===== config.mk =====
export PLATFORM = sky130hd
export DESIGN_NAME = jpeg_bitstream_packer
export DESIGN_NICKNAME = d
export VERILOG_FILES = /design/src/rtl/jpeg_bitstream_packer.sv
export SDC_FILE = /design/constraint.sdc
export NUM_CORES = 1
export LEC_CHECK = 0
export ABC_CLOCK_PERIOD_IN_PS = 7150
export CAP_MARGIN = 0
export CELL_PAD_IN_SITES_DETAIL_PLACEMENT = 1
export CELL_PAD_IN_SITES_GLOBAL_PLACEMENT = 1
export CORE_MARGIN = 2
export CORE_UTILIZATION = 45
export DETAILED_ROUTE_END_ITERATION = 6
export HOLD_SLACK_MARGIN = 0.1
export PLACE_DENSITY_LB_ADDON = 0.1
export RECOVER_POWER = 50
export SYNTH_ARGS = -nofsm -noshare
export SYNTH_HDL_FRONTEND = slang
export SYNTH_SLANG_ARGS = --single-unit

===== constraint.sdc =====
create_clock -name clk -period 7.15 [get_ports clk]
set_clock_uncertainty 0.2 [all_clocks]
set_input_delay 1.0725 -clock clk [delete_from_list [all_inputs] [get_ports clk]]
set_output_delay 1.0725 -clock clk [all_outputs]
set_load 0.1 [all_outputs]

===== src/rtl/jpeg_bitstream_packer.sv =====
// jpeg_bitstream_packer
//   Packs right-aligned variable-length codewords into a JPEG entropy-coded
//   byte stream. Every 0xFF data byte is followed by a stuffed 0x00, the final
//   partial byte of a frame is padded with ones, and the EOI marker
//   (0xFF 0xD9) closes the frame.
//
// Ports
//   clk, rst_n            clock, asynchronous active-low reset
//   in_valid/in_ready     codeword handshake
//   in_code[CODE_W]       codeword, right-aligned, bit in_len-1 sent first
//   in_len[LEN_W]         number of valid bits (0..CODE_W)
//   in_last               final beat of the frame
//   out_valid/out_ready   byte handshake
//   out_data[8]           stream byte
//   out_last              marks the 0xD9 byte of EOI
module jpeg_bitstream_packer #(
    parameter int CODE_W = 27,
    parameter int LEN_W  = 5,
    parameter int BUF_W  = 64
) (
    input  logic              clk,
    input  logic              rst_n,
    input  logic              in_valid,
    output logic              in_ready,
    input  logic [CODE_W-1:0] in_code,
    input  logic [LEN_W-1:0]  in_len,
    input  logic              in_last,
    output logic              out_valid,
    input  logic              out_ready,
    output logic [7:0]        out_data,
    output logic              out_last
);

    localparam int CNT_W = $clog2(BUF_W + 1);

    typedef enum logic [2:0] {RUN, STUFF, PAD, EOI_FF, EOI_D9, DONE} state_t;

    state_t           state, state_nxt;
    logic [BUF_W-1:0] acc, acc_nxt;          // MSB-aligned bit accumulator
    logic [CNT_W-1:0] cnt, cnt_nxt;          // valid bits in acc
    logic             last_seen, last_seen_nxt;

    logic             slot_free;
    logic             accept;
    logic             load;
    logic [7:0]       load_byte;
    logic             load_last;
    logic             shift8;                // top byte consumed this cycle
    logic             clr;                   // pad byte consumed the remainder
    logic [7:0]       top_byte;
    logic [7:0]       pad_byte;
    logic [CNT_W-1:0] base_cnt;
    logic [BUF_W-1:0] base_acc;
    logic [CODE_W:0]  len_mask;
    logic [CODE_W-1:0] code_m;
    logic [CNT_W-1:0] ins_sh;
    logic [BUF_W-1:0] ins_bits;

    assign slot_free = !out_valid || out_ready;
    // Registered-state only: no path from out_ready into in_ready.
    assign in_ready  = (state == RUN) && !last_seen &&
                       (cnt <= CNT_W'(BUF_W - CODE_W));
    assign accept    = in_valid && in_ready;

    assign top_byte  = acc[BUF_W-1 -: 8];
    // Only used with cnt < 8: keep the top cnt bits, fill the rest with ones.
    assign pad_byte  = top_byte | (8'hFF >> cnt[2:0]);

    // Control: what (if anything) goes into the output register this cycle.
    always_comb begin
        state_nxt     = state;
        last_seen_nxt = last_seen;
        load          = 1'b0;
        load_byte     = 8'h00;
        load_last     = 1'b0;
        shift8        = 1'b0;
        clr           = 1'b0;
        case (state)
            RUN: begin
                if (slot_free && cnt >= CNT_W'(8)) begin
                    load      = 1'b1;
                    load_byte = top_byte;
                    shift8    = 1'b1;
                    if (top_byte == 8'hFF) state_nxt = STUFF;
                end else if (last_seen && cnt < CNT_W'(8)) begin
                    state_nxt = (cnt != '0) ? PAD : EOI_FF;
                end
            end
            STUFF: begin
                if (slot_free) begin
                    load = 1'b1;
                    if (last_seen && cnt < CNT_W'(8))
                        state_nxt = (cnt != '0) ? PAD : EOI_FF;
                    else
                        state_nxt = RUN;
                end
            end
            PAD: begin
                if (slot_free) begin
                    load      = 1'b1;
                    load_byte = pad_byte;
                    clr       = 1'b1;
                    // A padded 0xFF is still entropy data and needs stuffing.
                    state_nxt = (pad_byte == 8'hFF) ? STUFF : EOI_FF;
                end
            end
            EOI_FF: begin
                if (slot_free) begin
                    load      = 1'b1;
                    load_byte = 8'hFF;
                    state_nxt = EOI_D9;
                end
            end
            EOI_D9: begin
                if (slot_free) begin
                    load      = 1'b1;
                    load_byte = 8'hD9;
                    load_last = 1'b1;
                    state_nxt = DONE;
                end
            end
            DONE: begin
                if (out_valid && out_ready && out_last) begin
                    last_seen_nxt = 1'b0;
                    state_nxt     = RUN;
                end
            end
            default: state_nxt = RUN;
        endcase
        if (accept && in_last) last_seen_nxt = 1'b1;
    end

    // Datapath: consume first, then append the new codeword below what remains.
    always_comb begin
        base_acc = acc;
        base_cnt = cnt;
        if (shift8) begin
            base_acc = acc << 8;
            base_cnt = cnt - CNT_W'(8);
        end
        if (clr) begin
            base_acc = '0;
            base_cnt = '0;
        end
        len_mask = ((CODE_W+1)'(1) << in_len) - (CODE_W+1)'(1);
        code_m   = in_code & len_mask[CODE_W-1:0];
        ins_sh   = CNT_W'(BUF_W) - base_cnt - CNT_W'(in_len);
        ins_bits = {{(BUF_W-CODE_W){1'b0}}, code_m} << ins_sh;
        acc_nxt  = base_acc;
        cnt_nxt  = base_cnt;
        if (accept) begin
            acc_nxt = base_acc | ins_bits;
            cnt_nxt = base_cnt + CNT_W'(in_len);
        end
    end

    always_ff @(posedge clk or negedge rst_n) begin
        if (!rst_n) begin
            state     <= RUN;
            acc       <= '0;
            cnt       <= '0;
            last_seen <= 1'b0;
        end else begin
            state     <= state_nxt;
            acc       <= acc_nxt;
            cnt       <= cnt_nxt;
            last_seen <= last_seen_nxt;
        end
    end

    // Output register: holds while stalled, refills whenever the slot frees.
    always_ff @(posedge clk or negedge rst_n) begin
        if (!rst_n) begin
            out_valid <= 1'b0;
            out_data  <= 8'h00;
            out_last  <= 1'b0;
        end else if (slot_free) begin
            out_valid <= load;
            out_last  <= load_last;
            if (load) out_data <= load_byte;
        end
    end

endmodule


**Word level (Yosys, flattened, before mapping)**

Cells that the tools add are included.

- Output and inout bits: 11
- Bits in registers: 85
- Word-level logic and storage cells: 83

- Multiplexer cells: 29
- Add/sub/neg operators: 5
- Eq/ne operators: 14
- $lt $le $gt $ge: 3
- Bitwise operators: 3
- Shift operators: 3
- Reductions and logical operators: 19

Operators by type and width:

| kind | number |
|---|---|
| $mux W64 | 3 |
| $or A64 B64 Y64 | 1 |
| $shl A27 B7 Y64 | 1 |
| $pmux W8 S4 | 1 |
| $and A27 B27 Y27 | 1 |
| $shl A1 B5 Y27 const A | 1 |
| $sub A27 B2 Y27 const B | 1 |
| $mux W3 | 8 |
| $mux W7 | 3 |
| $pmux W3 S6 | 1 |
| $eq A8 B8 Y1 const B | 2 |
| $ne A2 B2 Y1 const B | 5 |
| $mux W1 | 9 |
| $logic_and A1 B1 Y1 | 8 |
| $mux W8 | 1 |
| $or A8 B8 Y8 | 1 |
| $shr A8 B3 Y8 const A | 1 |
| $add A7 B5 Y7 | 1 |
| $ge A7 B4 Y1 const B | 1 |
| $le A7 B6 Y1 const B | 1 |
| $lt A7 B4 Y1 const B | 1 |
| $reduce_and A7 Y1 | 1 |
| $reduce_bool A7 Y1 | 1 |
| $sub A7 B4 Y7 const B | 1 |
| other kinds (15) | 21 |

**Depth between registers and ports, before layout**

Gate-level depths: netlist (run 1).

- Depth after elaboration: 12
- Depth in mapped cells: 19
- Gate-level depth less buffers: 16

**Worst setup path before layout (run 1)**

No wires, ideal clock.

- Kind: input to register
- From: in out_ready
- To: reg acc[41]
- Library setup time: 149 ps
- Setup slack: 2,220 ps
- Arrival: 4,580 ps
- Stages on the path: 18
- Data required time: 6,801 ps
- Cells stage by stage: nand2b_1 -> clkbuf_1 -> and3_1 -> buf_2 -> nand2_1 -> a21oi_1 -> inv_1 -> ha_1 -> ha_1 -> a21oi_1 -> a21oi_1 -> or2_2 -> clkbuf_1 -> clkbuf_1 -> buf_1 -> a21oi_1 -> o2111ai_1 -> o221ai_1

- Word-level cells in the longest chain between the ends: 11
- Elaborated cells between the ends (all ways): 15
- Classes of those cells: add/sub (2); shift (1); mux (9); bitwise (1); reduce/logical (2)

RTL lines:

| what | line | RTL |
|---|---|---|
| start, declared | 29 | `input logic out_ready,` |
| $logic_or A1 B1 Y1 * | 59 | `assign slot_free = !out_valid \|\| out_ready;` |
| $logic_and A1 B1 Y1 | 80 | `if (slot_free && cnt >= CNT_W'(8)) begin` |
| $mux W1 | 80 |  |
| $mux W1 | 78 | `case (state)` |
| $mux W7 | 137 | `if (shift8) begin` |
| $mux W7 | 141 | `if (clr) begin` |
| $sub A7 B7 Y7 | 147 | `ins_sh = CNT_W'(BUF_W) - base_cnt - CNT_W'(in_len);` |
| $sub A7 B5 Y7 | 147 |  |
| $shl A27 B7 Y64 | 148 | `ins_bits = {{(BUF_W-CODE_W){1'b0}}, code_m} << ins_sh;` |
| $or A64 B64 Y64 | 152 | `acc_nxt = base_acc \| ins_bits;` |
| $mux W64 * | 151 | `if (accept) begin` |
| named net acc_nxt[41] | 39 | `logic [BUF_W-1:0] acc, acc_nxt;` |
| end signal, assigned | 165 | `acc <= acc_nxt;` |
| end, declared | 39 |  |

Mark *: on every way through the listed nets, which the timed path passes. The rest lies on a longest branch.
A chain may end at the register's enable or synchronous reset.

**Worst setup path after layout (run 1)**

- From: in out_ready
- To: reg acc[52]

The elaborated chain is that of the path after synthesis.

==> results.json, run 1 <==
{
  "hpwlAfterDp_um": 24400,
  "drcViolationCount": 0,
  "place_inst": 1283,
  "finalHoldViolCount": 0,
  "multi_input_area_um2": 5770,
  "cp_top_family": "simple AND/OR/NAND/NOR gates",
  "wl_um": 33100,
  "avgRoutedWirePerCell_um": 25.5,
  "path_class": "primary input to register",
  "post_cts_resized": 0,
  "clock_latency_ns": 0.34,
  "path_buf_inv": 4,
  "synth_top_flop_cell": "dfrtp_1",
  "fin_nets": 1122,
  "fin_tns_setup_ns": 0,
  "slowest_delay_ns": 0.58,
  "core_um2": 18100,
  "synth_area_leaders": "dfrtp_1 25%, nand2_1 6.8%, mux2i_1 5.0%, a21oi_1 4.4%, o21ai_0 3.8%",
  "grt_start_max_net_pins": 69,
  "setup_viol_count_final": 0,
  "max_freq_mhz": 159,
  "ant_nets": 0,
  "path_clk_slew_ns": 0.07,
  "drive_gt1_frac": 0.102,
  "post_synth_inst_count": 1063,
  "crit_chain": "dlygate4sd3_1, nor2b_1, or3_1, nand2_1, inv_1, ha_1, inv_1, ha_1, buf_4, nor2b_1, o21ai_0, o21ai_0, a31oi_1, mux4_2, a22oi_1, o221ai_1",
  "seqCellArea_um2": 2130,
  "synth-edff-count": 0,
  "synth-warning-count": 0,
  "clock_path_buffers": 2,
  "drt_iter0_markers": 746,
  "start_util": 0.462,
  "fin_area_um2": 9310,
  "vias": 8956,
  "ys_seq_area_frac": 0.254,
  "fillers": 2197,
  "synth_nets": 1120,
  "rsz0062_at_grt": "false",
  "synthToLayoutAreaGrowth_pct": 11.3,
  "postCtsSetupBuffers": 0,
  "ys_async_sr_fraction": 1.00,
  "grt.total_usage": 0.336,
  "synth.avg_cell_area_um2": 7.87,
  "fin_cells": 1299,
  "cts.sinks": 85,
  "maxSlewViolCount": 69,
  "period_needed_ns": 6.29,
  "yosys.area.top_type": "dfrtp_1",
  "critPathSlowestCell": "ha_1",
  "cp-start-kind": "primary input",
  "htree_levels": 3,
  "ys_ff_latch": 85,
  "dpl_cell_area_um2": 9010,
  "portBuffers": 47,
  "synth_top_area_share": 0.254,
  "die-width_um": 140,
  "grt_overflow": 0,
  "cp.arrival_ns": 6.27,
  "antenna_found_initial": 0,
  "cp-end-kind": "register",
  "dieArea_um2": 19700,
  "violations": "max-capacitance violations, max-slew violations",
  "postCtsHoldBufs": 0,
  "grt_pass1_wl_um": 52000,
  "std_cell_rows": 49,
  "pin_count": 48,
  "ys_types": 91,
  "dieHeight_um": 140,
  "max-cap-violations": 1,
  "gp_congestion": 0.966,
  "status": "finished, violations left",
  "tightest_slew_ns": 3.68,
  "cts_buffers": 9,
  "slew_headroom": -1.45,
  "viasPerCell": 6.89,
  "diodes": 0,
  "hold_path_class": "register to register",
  "worstPathMaxFanout": 11,
  "cts_root_buffer": "clkbuf_16",
  "worstPathRequired_ns": 7.13,
  "drtPass1Iterations": 5,
  "netlist_area_um2": 8360,
  "cts_tree": "yes",
  "grt_pass1_vias": 8827,
  "fin_crit_sh": 0.879
}
sequential cells by signal, summed over array words and instances, names as in the netlist:
name / flops
state: 3
cnt: 7
out_last: 1
last_seen: 1
out_valid: 1
acc: 64
out_data: 8
per-layer routing:
metal	track usage	part of all wire
met1	0.470	0.43
met4	0.135	0.042
met3	0.0338	0.068
met5	0	0
met2	0.533	0.46
cells by family (layout without fill, tap and decap cells):
family                   count (synthesis)  count (layout)  synth area share
AO/OA/AOI/OAI                          390             390             0.333
adder cells (fa/ha/maj)                 20              20            0.0326
flip-flops                              85              85             0.254
XOR/XNOR                                10              10            0.0114
multiplexers                            67              67            0.0923
buffers and inverters                  120             127            0.0600
AND/OR/NAND/NOR                        371             371             0.217
cell usage after synthesis (all sizes together) (18+ instances only):
cell type  number
nand3          34
o22ai          22
a21oi          73
o211ai         25
a31oi          21
dfrtp          85
nand2         151
o21ai          68
mux2           18
nor3           36
clkbuf         46
mux2i          44
inv            29
nor2           51
buf            42
worst reg2reg max path, stage by stage (launching register included):
cell,delay (ns)
dfrtp_1,0.61
nand2b_1,0.43
or3_1,0.60
nand2_1,0.20
inv_1,0.08
ha_1,0.30
inv_1,0.06
ha_1,0.58
buf_4,0.26
nor2b_1,0.54
o21ai_0,0.25
o21ai_0,0.31
a31oi_1,0.21
mux4_2,0.58
a22oi_1,0.38
o221ai_1,0.21
placed cells by master (no fill, tap or decap), drive strengths merged, types with 9 or more instances in the layout:
| master | synthesis | routed |
|---|---|---|
| a211oi | 17 | 17 |
| a21o | 9 | 9 |
| a21oi | 73 | 73 |
| a221o | 10 | 10 |
| a221oi | 9 | 9 |
| a22o | 11 | 11 |
| a31oi | 21 | 21 |
| and2 | 15 | 15 |
| and3 | 10 | 10 |
| buf | 42 | 31 |
| clkbuf | 46 | 11 |
| clkdlybuf4s50 | 0 | 45 |
| dfrtp | 85 | 85 |
| ha | 17 | 17 |
| inv | 29 | 32 |
| mux2 | 18 | 18 |
| mux2i | 44 | 44 |
| nand2 | 151 | 151 |
| nand2b | 15 | 15 |
| nand3 | 34 | 34 |
| nand4 | 11 | 11 |
| nor2 | 51 | 51 |
| nor2b | 10 | 10 |
| nor3 | 36 | 36 |
| o2111ai | 9 | 9 |
| o211ai | 25 | 25 |
| o21a | 11 | 11 |
| o21ai | 68 | 68 |
| o22ai | 22 | 22 |
| o2bb2ai | 9 | 9 |
| or3 | 9 | 9 |
final timing paths:
check                      slack (ns)   startpoint           to  cells past startpoint
setup / recovery                 0.86    out_ready      acc[52]                     16
hold reg to reg                  0.27  out_data[4]  out_data[4]                      2
max in group asynchronous        2.03        rst_n      acc[57]                      2
hold / removal                   0.27  out_data[4]  out_data[4]                      2
min in group asynchronous        0.69        rst_n       cnt[2]                      1
setup reg to reg                 1.20     state[2]      acc[52]                     15
final cells by class:
type | instances | share of cell area
multi-input cells | 858 | 0.620
flip-flops and latches | 85 | 0.228
repair buffers | 79 | 0.0753
well taps | 229 | 0.0308
clock buffers | 9 | 0.0242
inverters | 32 | 0.0129
clock inverters | 7 | 0.00874
per-stage QoR:
step                utilization  hold slack, ns  setup slack [ns]
floorplan                     -           0.250              2.22
detailed placement        0.498           0.265             0.715
global placement          0.498           0.261             0.750
finish                    0.515           0.274             0.863
CTS                       0.515           0.280              1.03
global route              0.515           0.298             0.623
Power of run 1 is left out: the tool's default activity adds up to more than one toggle a clock period on the data nets, which glitch-free logic cannot reach.
==> run 2, diff against run 1 <==
Settings changed: CTS_CLUSTER_DIAMETER from default to 40, HOLD_SLACK_MARGIN 0.1 to default.
==> results of run 2 <==
The final DEF is identical to that of run 1; final timing and power are the same.
Power of run 2 is left out for the same reason.
==> run 3, diff against run 2 <==
Settings changed: PLACE_DENSITY from default to 0.85, PLACE_DENSITY_LB_ADDON 0.1 to default, SETUP_SLACK_MARGIN from default to 0.2.
==> results.json, run 3 (synthesis results as in run 1) <==
{
  "status": "finished, violations left",
  "violations": "max-capacitance violations, max-slew violations",
  "avgRoutedWirePerCell_um": 25.9,
  "r2r_slack_ns": 0.83,
  "dieHeight_um": 140,
  "tightest_slew_ns": 4.32,
  "max-cap-violations": 1,
  "slew_headroom": -1.88,
  "antenna_found_initial": 0,
  "cp.arrival_ns": 6.31,
  "core_um2": 18100,
  "grt_overflow": 0,
  "hold_path_class": "register to register",
  "path_class": "register to register",
  "finalWorstSetupSlack_ns": 0.829,
  "postCtsHoldBufs": 0,
  "drive_gt1_frac": 0.0967,
  "endpoint": "acc[49]",
  "regMostFlops": "acc",
  "setup_viol_count_final": 0,
  "ff2ff_path_depth": 15,
  "drtPass1Iterations": 5,
  "cts_buffers": 9,
  "worstReg2RegEnd": "acc[49]",
  "period_needed_ns": 6.32,
  "dp_slack_ns": 0.831,
  "reg2reg_from": "cnt[2]",
  "top_regs": "acc x64, out_data x8, cnt x7",
  "start_util": 0.462,
  "path_clk_slew_ns": 0.07,
  "cts_tree": "yes",
  "layout_common_cells": "151 x nand2_1, 85 x dfrtp_1, 73 x a21oi_1",
  "rsz0062_at_grt": "false",
  "post_cts_resized": 0,
  "fin_nets": 1117,
  "hpwlAfterDp_um": 24900,
  "grt.total_usage": 0.341,
  "viasPerCell": 7.03,
  "grt_pass1_vias": 9266,
  "die-width_um": 140,
  "ant_nets": 0,
  "drt_iter0_markers": 815,
  "vias": 9101,
  "clock_latency_ns": 0.36,
  "cp-end-kind": "register",
  "finalHoldViolCount": 0,
  "fin_area_um2": 9260,
  "portBuffers": 47,
  "cts.sinks": 85,
  "synthToLayoutAreaGrowth_pct": 10.7,
  "fin_crit_sh": 0.884,
  "maxSlewViolCount": 78,
  "dpl_cell_area_um2": 8970,
  "gp_congestion": 0.985,
  "cts_root_buffer": "clkbuf_16",
  "final_common_cell": "nand2_1",
  "drcViolationCount": 0,
  "startpoint": "cnt[2]",
  "diodes": 0,
  "fin_tns_setup_ns": 0,
  "clock_path_buffers": 2,
  "dieArea_um2": 19700,
  "pin_count": 48,
  "worstPathMaxFanout": 29,
  "fillers": 2219,
  "std_cell_rows": 49,
  "grt_pass1_wl_um": 52700,
  "cp-start-kind": "register",
  "wl_um": 33500,
  "grt_start_max_net_pins": 78,
  "fin_util": 0.512,
  "max_freq_mhz": 158,
  "worstPathRequired_ns": 7.14,
  "postCtsSetupBuffers": 0,
  "largest_reg_flops": 64,
  "htree_levels": 3
}
[run 3: changes by cell type in the layout (fill, tap and decap cells not counted), sizes merged]
| cell | before | now |
|---|---|---|
| buf | 31 | 26 |
| clkinv | 3 | 7 |
| bufinv | 1 | 0 |
| clkinvlp | 3 | 0 |
[run 3: routing by layer]
layer / up-vias / track usage / part of all wire
met3: 107 / 0.0615 / 0.078
met5: - / 0 / 0
met2: 445 / 0.550 / 0.46
li1: 4059 / - / -
met1: 4490 / 0.437 / 0.41
met4: 0 / 0.181 / 0.049
[run 3: worst max-delay path, stage by stage (launching register included)]
cell and delay (ns):
dfrtp_1 0.55, or3_1 0.49, o311ai_0 0.90, and3_2 0.36, nand2_1 0.06, a21oi_1 0.27
inv_1 0.12, ha_1 0.36, ha_1 0.49, a21oi_1 0.13, and3_1 0.22, or2_2 0.55
nand2_1 0.44, nor3_1 0.09, a211oi_1 0.68, o21ai_0 0.19
[run 3: how the worst min path moves through the flow]
stage | startpoint | cells past startpoint | to | slack (ns)
after floorplan | acc[0] | 2 | acc[0] | 0.25
final | out_data[7] | 2 | out_data[7] | 0.28
after global placement | out_data[2] | 1 | out_data[2] | 0.26
after CTS | out_data[2] | 1 | out_data[2] | 0.29
after detailed placement | out_data[2] | 1 | out_data[2] | 0.27
after global routing | out_data[2] | 1 | out_data[2] | 0.31
[run 3: through the flow]
step           instances  hold WS [ns]
4_1_cts             1294         0.285
2_1_floorplan       1063         0.250
6_report            1294         0.281
3_3_place_gp        1278         0.258
3_5_place_dp        1278         0.270
5_1_grt             1294         0.311
[run 3: final cells by class]
class                           count  area, um2  area share
Multi-Input combinational cell    858       5760       0.622
Sequential cell                    85       2130       0.230
Timing Repair Buffer               74        663      0.0716
Tap cell                          229        287      0.0309
Clock buffer                        9        225      0.0243
Inverter                           32        120      0.0130
Clock inverter                      7       76.3     0.00824
Power of run 3 is left out for the same reason.
